### src/rtl/memory_access_pkg.sv
// memory_access_pkg
//   Shared types for the RV64 memory stage: machine word/address types,
//   access size encoding, the execute->memory and memory->writeback
//   pipeline records, the data-bus request/response records and the
//   memory-stage FSM state encoding. Also holds small helpers that map an
//   access size to its byte-enable pattern and its alignment mask.
package memory_access_pkg;

   typedef logic [63:0] word_t;
   typedef logic [63:0] addr_t;
   typedef logic [4:0]  creg_addr_t;

   typedef enum logic [1:0] {
      MSIZE_B = 2'd0,
      MSIZE_H = 2'd1,
      MSIZE_W = 2'd2,
      MSIZE_D = 2'd3
   } msize_t;

   typedef struct packed {
      logic   regwrite;
      logic   memread;
      logic   memwrite;
      msize_t msize;
      logic   memunsigned;
   } control_t;

   typedef struct packed {
      logic       valid;
      addr_t      pc;
      logic [31:0] raw_instr;
      creg_addr_t dst;
      word_t      aluout;
      word_t      memwd;
      control_t   ctl;
   } execute_data_t;

   typedef struct packed {
      logic       valid;
      addr_t      pc;
      logic [31:0] raw_instr;
      creg_addr_t dst;
      control_t   ctl;
      word_t      result;
      logic       misalign;
   } memory_data_t;

   typedef struct packed {
      logic       valid;
      addr_t      addr;
      msize_t     size;
      logic [7:0] strobe;
      word_t      data;
   } dbus_req_t;

   typedef struct packed {
      logic  data_ok;
      word_t data;
   } dbus_resp_t;

   typedef enum logic [1:0] {
      ST_IDLE = 2'd0,
      ST_BUSY = 2'd1,
      ST_DONE = 2'd2
   } state_t;

   // Byte enables of an access placed at offset 0.
   function automatic logic [7:0] size_strobe(input msize_t s);
      logic [7:0] m;
      case (s)
         MSIZE_B: m = 8'h01;
         MSIZE_H: m = 8'h03;
         MSIZE_W: m = 8'h0F;
         default: m = 8'hFF;
      endcase
      return m;
   endfunction

   // Low address bits that must be zero for a naturally aligned access.
   function automatic logic [2:0] size_align_mask(input msize_t s);
      logic [2:0] m;
      case (s)
         MSIZE_B: m = 3'b000;
         MSIZE_H: m = 3'b001;
         MSIZE_W: m = 3'b011;
         default: m = 3'b111;
      endcase
      return m;
   endfunction

endpackage

### src/rtl/memory_access_memalign.sv
// memory_access_memalign
//   Purely combinational lane steering for the memory stage.
//   Store side: shifts store data into its byte lanes and builds the byte
//   strobe for the access size; strobe bits pushed past lane 7 fall off.
//   Load side: shifts the returned bus word down by the address offset,
//   truncates to the access size and sign- or zero-extends it.
//   Ports:
//     st_off, st_msize, st_wdata   store offset, size and unaligned data
//     st_data, st_strobe           lane-aligned store data and byte enables
//     ld_off, ld_msize, ld_unsigned, ld_rdata   load offset/size/ext/bus word
//     ld_result                    extended load value
module memory_access_memalign
   import memory_access_pkg::*;
(
   input  logic [2:0] st_off,
   input  msize_t     st_msize,
   input  word_t      st_wdata,
   output word_t      st_data,
   output logic [7:0] st_strobe,
   input  logic [2:0] ld_off,
   input  msize_t     ld_msize,
   input  logic       ld_unsigned,
   input  word_t      ld_rdata,
   output word_t      ld_result
);

   word_t ld_raw;

   assign st_data   = st_wdata << {st_off, 3'b000};
   // 8-bit result context: lanes beyond 7 are discarded.
   assign st_strobe = size_strobe(st_msize) << st_off;

   assign ld_raw    = ld_rdata >> {ld_off, 3'b000};

   always_comb begin
      ld_result = ld_raw;
      case (ld_msize)
         MSIZE_B: ld_result = ld_unsigned ? {56'b0, ld_raw[7:0]}
                                          : {{56{ld_raw[7]}}, ld_raw[7:0]};
         MSIZE_H: ld_result = ld_unsigned ? {48'b0, ld_raw[15:0]}
                                          : {{48{ld_raw[15]}}, ld_raw[15:0]};
         MSIZE_W: ld_result = ld_unsigned ? {32'b0, ld_raw[31:0]}
                                          : {{32{ld_raw[31]}}, ld_raw[31:0]};
         default: ld_result = ld_raw;
      endcase
   end

endmodule

### src/rtl/memory_access.sv
// memory_access
//   Memory stage of the five-stage RV64 pipeline. Non-memory instructions
//   pass straight through. A load/store is captured into a registered bus
//   request, the upstream pipeline is stalled while the request is
//   outstanding, and the (extended) result is presented for one DONE cycle.
//   Optional feature macro: MEM_MISALIGN_EN -- when defined, misaligned
//   accesses skip the bus entirely and complete with misalign=1 and
//   regwrite suppressed.
//   Ports:
//     clk, reset   single clock, synchronous active-high reset
//     dataE        record from execute
//     dreq, dresp  data-bus request (registered) and response
//     dataM        record to writeback
//     stallM       holds the pipeline registers upstream of this stage
module memory_access
   import memory_access_pkg::*;
(
   input  logic          clk,
   input  logic          reset,
   input  execute_data_t dataE,
   output dbus_req_t     dreq,
   input  dbus_resp_t    dresp,
   output memory_data_t  dataM,
   output logic          stallM
);

   state_t    state_reg;
   dbus_req_t dreq_reg;
   word_t     rdata_reg;
   logic      is_load_reg;
   logic      unsigned_reg;
   logic      misalign_reg;

   logic       mem_op;
   logic       misalign_now;
   word_t      st_data;
   logic [7:0] st_strobe;
   word_t      ld_result;

   assign mem_op = dataE.valid & (dataE.ctl.memread | dataE.ctl.memwrite);

`ifdef MEM_MISALIGN_EN
   assign misalign_now = |(dataE.aluout[2:0] & size_align_mask(dataE.ctl.msize));
`else
   assign misalign_now = 1'b0;
`endif

   // Store lanes come from the live execute record (captured on accept);
   // load extraction uses the captured request so it stays stable in DONE.
   memory_access_memalign u_memalign (
      .st_off      (dataE.aluout[2:0]),
      .st_msize    (dataE.ctl.msize),
      .st_wdata    (dataE.memwd),
      .st_data     (st_data),
      .st_strobe   (st_strobe),
      .ld_off      (dreq_reg.addr[2:0]),
      .ld_msize    (dreq_reg.size),
      .ld_unsigned (unsigned_reg),
      .ld_rdata    (rdata_reg),
      .ld_result   (ld_result)
   );

   always_ff @(posedge clk) begin
      if (reset) begin
         state_reg    <= ST_IDLE;
         dreq_reg     <= '0;
         rdata_reg    <= '0;
         is_load_reg  <= 1'b0;
         unsigned_reg <= 1'b0;
         misalign_reg <= 1'b0;
      end else begin
         case (state_reg)
            ST_IDLE: begin
               if (mem_op) begin
                  if (misalign_now) begin
                     state_reg    <= ST_DONE;
                     misalign_reg <= 1'b1;
                  end else begin
                     state_reg       <= ST_BUSY;
                     misalign_reg    <= 1'b0;
                     dreq_reg.valid  <= 1'b1;
                     dreq_reg.addr   <= dataE.aluout;
                     dreq_reg.size   <= dataE.ctl.msize;
                     dreq_reg.strobe <= st_strobe;
                     dreq_reg.data   <= st_data;
                  end
                  is_load_reg  <= dataE.ctl.memread;
                  unsigned_reg <= dataE.ctl.memunsigned;
               end
            end
            ST_BUSY: begin
               if (dresp.data_ok) begin
                  rdata_reg      <= dresp.data;
                  dreq_reg.valid <= 1'b0;
                  state_reg      <= ST_DONE;
               end
            end
            default: begin
               // Upstream advances on this edge, so the op cannot be reissued.
               state_reg    <= ST_IDLE;
               misalign_reg <= 1'b0;
            end
         endcase
      end
   end

   assign dreq = dreq_reg;

   // Identity fields come from dataE in every state: upstream is frozen
   // while this stage is BUSY/DONE, so they belong to the op in flight.
   always_comb begin
      dataM.valid     = 1'b0;
      dataM.pc        = dataE.pc;
      dataM.raw_instr = dataE.raw_instr;
      dataM.dst       = dataE.dst;
      dataM.ctl       = dataE.ctl;
      dataM.result    = dataE.aluout;
      dataM.misalign  = 1'b0;
      stallM          = 1'b0;
      case (state_reg)
         ST_IDLE: begin
            dataM.valid = dataE.valid & ~mem_op;
            stallM      = mem_op;
         end
         ST_BUSY: begin
            stallM = 1'b1;
         end
         default: begin
            dataM.valid    = 1'b1;
            dataM.misalign = misalign_reg;
            if (misalign_reg)
               dataM.ctl.regwrite = 1'b0;
            else if (is_load_reg)
               dataM.result = ld_result;
         end
      endcase
   end

endmodule

### config.mk
export PLATFORM = sky130hd
export DESIGN_NAME = memory_access
export DESIGN_NICKNAME = d
export VERILOG_FILES = /design/src/rtl/memory_access_pkg.sv /design/src/rtl/memory_access_memalign.sv /design/src/rtl/memory_access.sv
export SDC_FILE = /design/constraint.sdc
export NUM_CORES = 1
export LEC_CHECK = 0
export CAP_MARGIN = 30
export CELL_PAD_IN_SITES_DETAIL_PLACEMENT = 1
export CELL_PAD_IN_SITES_GLOBAL_PLACEMENT = 2
export CORE_ASPECT_RATIO = 1.2
export CORE_MARGIN = 1
export CORE_UTILIZATION = 21
export CTS_CLUSTER_SIZE = 16
export DETAILED_ROUTE_END_ITERATION = 8
export GPL_TIMING_DRIVEN = 0
export PLACE_DENSITY = 0.88
export SLEW_MARGIN = 0
export SYNTH_ARGS = -nofsm -noshare
export SYNTH_HDL_FRONTEND = slang
export SYNTH_SLANG_ARGS = --single-unit
### constraint.sdc
create_clock -name clk -period 3 [get_ports clk]
set_clock_uncertainty 0.1 [all_clocks]
set_input_delay 0.6 -clock clk [delete_from_list [all_inputs] [get_ports clk]]
set_output_delay 0.6 -clock clk [all_outputs]
set_load 0.01 [all_outputs]
# ---- Word level (Yosys, flattened, before mapping)
# Index checks and enable logic that the tools add are counted.
dict set report classes {
  n_eq_ne 7
  n_shift 3
  muxes 20
  bitwise 5
  reduce_logical 10
}
# cell count
set op_table {}
lappend op_table {{two-way mux 64 bit} 5}
lappend op_table {{case mux 64 bit (3 select lines)} 1}
lappend op_table {{two-way mux 139 bit} 1}
lappend op_table {{two-way mux 65 bit} 1}
lappend op_table {{<< shifter 64 x 6 -> 64 bit} 1}
lappend op_table {{>> shifter 64 x 6 -> 64 bit} 1}
lappend op_table {{case mux 8 bit (3 select lines)} 1}
lappend op_table {{case mux 1 bit (2 select lines)} 4}
lappend op_table {{AND reduction 2 bit} 4}
lappend op_table {{<< shifter 8 x 3 -> 8 bit} 1}
lappend op_table {{== test 2 x 1 -> 1 bit (second input constant)} 3}
lappend op_table {{logical NOT 2 bit} 3}
lappend op_table {{== test 2 bit (second input constant)} 2}
lappend op_table {{two-way mux 1 bit} 4}
lappend op_table {{two-way mux 2 bit} 2}
lappend op_table {{inequality test 2 bit (second input constant)} 2}
lappend op_table {{case mux 2 bit (2 select lines)} 1}
lappend op_table {{AND reduction 3 bit} 1}
lappend op_table {{AND 1 bit} 2}
lappend op_table {{NOT 1 bit} 2}
lappend op_table {{nonzero test 2 bit} 1}
lappend op_table {{OR reduction 2 bit} 1}
lappend op_table {{OR 1 bit} 1}
dict set report word_totals {
  reg_bits 208
  input_bits 303
  out_inout_bits 313
  elab_cells 55
}

# ---- Longest topological paths before layout
dict set report depth {
  depth_word 6
  mapped_depth 8
  mapped_depth_nobuf 5
}

# ---- By module
# A second synthesis with hierarchy kept.
dict set report hier_totals {
  cells_unflattened 1594
  hier_area_um2 14391.3
}
# module n_inst cells_per_inst area_per_inst_um2 seq_area_each_um2
set modules_own_cells {}
lappend modules_own_cells {memory_access 1 1081 10169.8 4144.0}
lappend modules_own_cells {memory_access_memalign 1 513 4221.5 0.0}

# ---- Worst setup path after synthesis
# OpenSTA, ideal clock, no wires.
dict set report synth_path {
  path_type {reg-to-output}
  start {reg dreq_reg (netlist bit dreq[75])}
  end {out dataM[33] (netlist name)}
  arrival_ns 2.011
  slack_ns 0.289
  stages_incl_launch_ff 8
  path_cell_list {dfxtp_1 -> buf_6 -> mux2_2 -> mux4_2 -> and3_4 -> nor3_4 -> buf_6 -> a21oi_1}
}
# item line_no
set synth_rtl {}
lappend synth_rtl {{start, declared} memory_access.sv:28} ;# dbus_req_t dreq_reg;
lappend synth_rtl {{end, declared} memory_access.sv:23} ;# output memory_data_t dataM,

==> summary.txt <==
Pwr
  • Sw frac: 31.7%
  • Pleak: 7.57 nW
  • Pwr Density: 431 mW/mm^2
  • Max IR drop VDD: 0.298 mV
  • Seq pwr share: 34.5%
  • Comb power frac: 27.9%
  • Net Sw Power: 2.79 mW
  • P_int: 6.02 mW
  • Clk pwr share: 37.6%

Floorplan
  • Die width: 221 um
  • Die Span Y: 265 um
  • Std-Cell Rows: 96
  • DIE AREA: 0.0587 sq mm
  • Core Footprint: 0.0572 sq mm
  • Ports: 616
  • Starting Density: 21.2%

Synth
  • Syn Nets: 1863
  • Yosys Warn Count: 0
  • Main synth FF type: dfxtp_1
  • Synthesized flop and latch total: 207
  • Seq/Total Area, Yosys: 34.2%
  • Synth cell types: 48
  • FFs w/ async S/R, synth: 0%
  • Mux cell area share after synthesis: 15.5%
  • Mean post-synth cell area: 7.78 sq um
  • Largest family of logic cells by synthesized area: compound AO/OA/AOI/OAI gates
  • Synth Area in Compound Gates: 19.7%
  • Post-Synth XOR/XNOR Area: 0%
  • Adder-Cell Fraction of Synth Area: 0%
  • Simple-gate share of the synthesized area: 18.9%
  • EDFF count, synth: 0
  • Cells after Synth: 1560
  • Netlist Area Pre-Place: 0.0121 sq mm

STA
  • Setup TNS: -22150 ps
  • Max-slew violations: 0
  • Slew headroom: 34.3%
  • Final period util: 117%
  • RSZ-0062 raised after global routing: yes
  • Final Hold Viols: 0
  • Setup violators final: 61
  • Min Clock Period, post-route: 3510 ps
  • Final worst slack: -506 ps
  • Worst Tran Pin Value: 981 ps
  • Max Fclk: 285 MHz

Routing
  • Avg WL per Cell: 27.1 um
  • Residual DRC count: 0
  • Final WL: 78.3 mm
  • DR pass1 iterations: 5
  • Vias per inst: 4.94
  • Initial DRC Count: 647
  • Routed vias: 14300
  • ANT nets after route: 0

Placement
  • Buffers added on ports: 508
  • GPL Wtd Cong: 0.945
  • Worst slack at placement: -1410 ps
  • Post-DP HPWL: 64.3 mm

Clock network
  • Skew-Pair Late Insertion Delay: 570 ps
  • Post-CTS Hold Buffers: 0
  • CTS sink cnt: 207
  • H-tree levels: 1
  • Clock Pin Slew Worst Setup and Hold Paths: 60 ps
  • CTS Buffer Depth: 3
  • TritonCTS clock tree: done
  • Num CTS Buffers: 26
  • Clock root cell: clkbuf_16

Outcome
  • Status: finished with violations
  • Violated checks: setup timing

Finish
  • Number of diodes: 0
  • Syn-to-layout area delta: 68.5%
  • Layout cells sized above 1: 23.1%
  • Nets: 2437
  • Largest register FFs: 139
  • Commonest non-fill, non-tap cells in the layout: clkdlybuf4s50_1 (445), nand2_1 (345), dfxtp_1 (202)
  • Commonest non-fill, non-tap cell in the layout: clkdlybuf4s50_1
  • Fill cells: 6748

Hold path
  • Hold Crit Class: primary input to flop

Worst setup path
  • Crit. End Element: output pin
  • Worst EP arrival: 2810 ps
  • CP Max Fanout: 7
  • Setup crit start kind: flop
  • Required @ worst endpoint: 2300 ps
  • Critical path class: flop to output pin

Job
  • Maxcap violations: 0

Global route
  • Largest net degree at the start of global routing: 20
  • Vias in the first global route: 14900
  • Initial antenna violation count: 6
  • GRT Overall Usage: 25.4%
  • Global-route wire length before repair: 107 mm
  • Gr ovfl total: 0
-- worst paths after layout --
check                                           startpoint                      to  slack [ps]  cells past startpoint
worst min-delay path                              dataE[1]   dreq[72]$_SDFFE_PP0P_         340                      3
worst max register to register   state_reg[1]$_SDFFE_PP0P_   dreq[75]$_SDFFE_PP0P_         390                      6
worst max-delay path            rdata_reg[63]$_SDFFE_PP0P_               dataM[29]        -510                      8
worst min register to register      dreq[100]$_SDFFE_PP0P_  dreq[100]$_SDFFE_PP0P_         350                      2
-- layer usage --
metal,vias to the layer above,track usage (%),routed length [um]
met4,8,11.5,4100
met3,155,6.66,6050
met2,679,48.2,40400
li1,6468,-,-
met5,-,0,47
met1,6940,25.8,27600
-- cell type report --
type                            instances  area [sq um]  area share, %
Buffer                                237          1560           7.63
Clock buffer                           30           686           3.35
Timing Repair Buffer                  555          5500           26.9
Inverter                                9          33.8          0.165
Tap cell                              735           920           4.50
Sequential cell                       207          4160           20.3
Clock inverter                         16           205           1.00
Multi-Input combinational cell       1098          7380           36.1
-- power groups by stage --
stage	registers, mW	logic (mW)	clock network, mW
after floorplan	3.08	0.931	0
after global placement	3.09	2.21	0
after detailed placement	3.09	2.24	0
after CTS	3.04	2.30	3.38
after global routing	3.05	2.60	3.50
final	3.04	2.46	3.31
-- metrics by stage --
stage / hold slack [ps] / util (%) / cell area [sq um] / instances / total power [mW]
2_1_floorplan: 333 / - / 12100 / 1560 / 4.01
3_3_place_gp: 344 / 31.7 / 18100 / 2803 / 5.30
3_5_place_dp: 347 / 31.8 / 18200 / 2807 / 5.32
4_1_cts: 301 / 34.1 / 19500 / 2859 / 8.72
5_1_grt: 355 / 35.8 / 20400 / 2887 / 9.15
6_report: 340 / 35.8 / 20400 / 2887 / 8.81
-- cell usage after synthesis, types with 11 or more instances --
library cell / instances / area (sq um)
nand2_1: 355 / 1330
a21oi_1: 209 / 1050
dfxtp_1: 207 / 4140
nor2_1: 128 / 480
buf_4: 109 / 818
clkbuf_1: 103 / 387
mux2i_1: 71 / 711
a22oi_1: 42 / 315
o21ai_0: 41 / 205
a211oi_1: 35 / 263
mux4_2: 35 / 788
mux2_2: 34 / 383
nor3_1: 21 / 105
buf_2: 19 / 95.1
nor2b_1: 16 / 100
buf_1: 11 / 41.3
o22ai_1: 11 / 68.8
-- critical path, cell delays in order (launching register included) --
cell and delay [ps]:
dfxtp_1 430, mux2_4 320, mux4_2 490, and3_4 220
o21ai_4 150, buf_12 140, buf_6 90, o211ai_1 190
buf_2 210
-- kinds of logic after synthesis --
logic type,count (synthesis)
buffers and inverters,255
AND/OR/NAND/NOR,559
multiplexers,140
other,1
flip-flops,207
AO/OA/AOI/OAI,398
-- repair_timing --
item                       CTS  global route
setup buffers               13            26
gates resized for setup    387           179
setup endpoints to repair  120            67
cloned                       1             4
pin swaps                    6            16
Note: power is estimated with default switching activity, not from simulation.
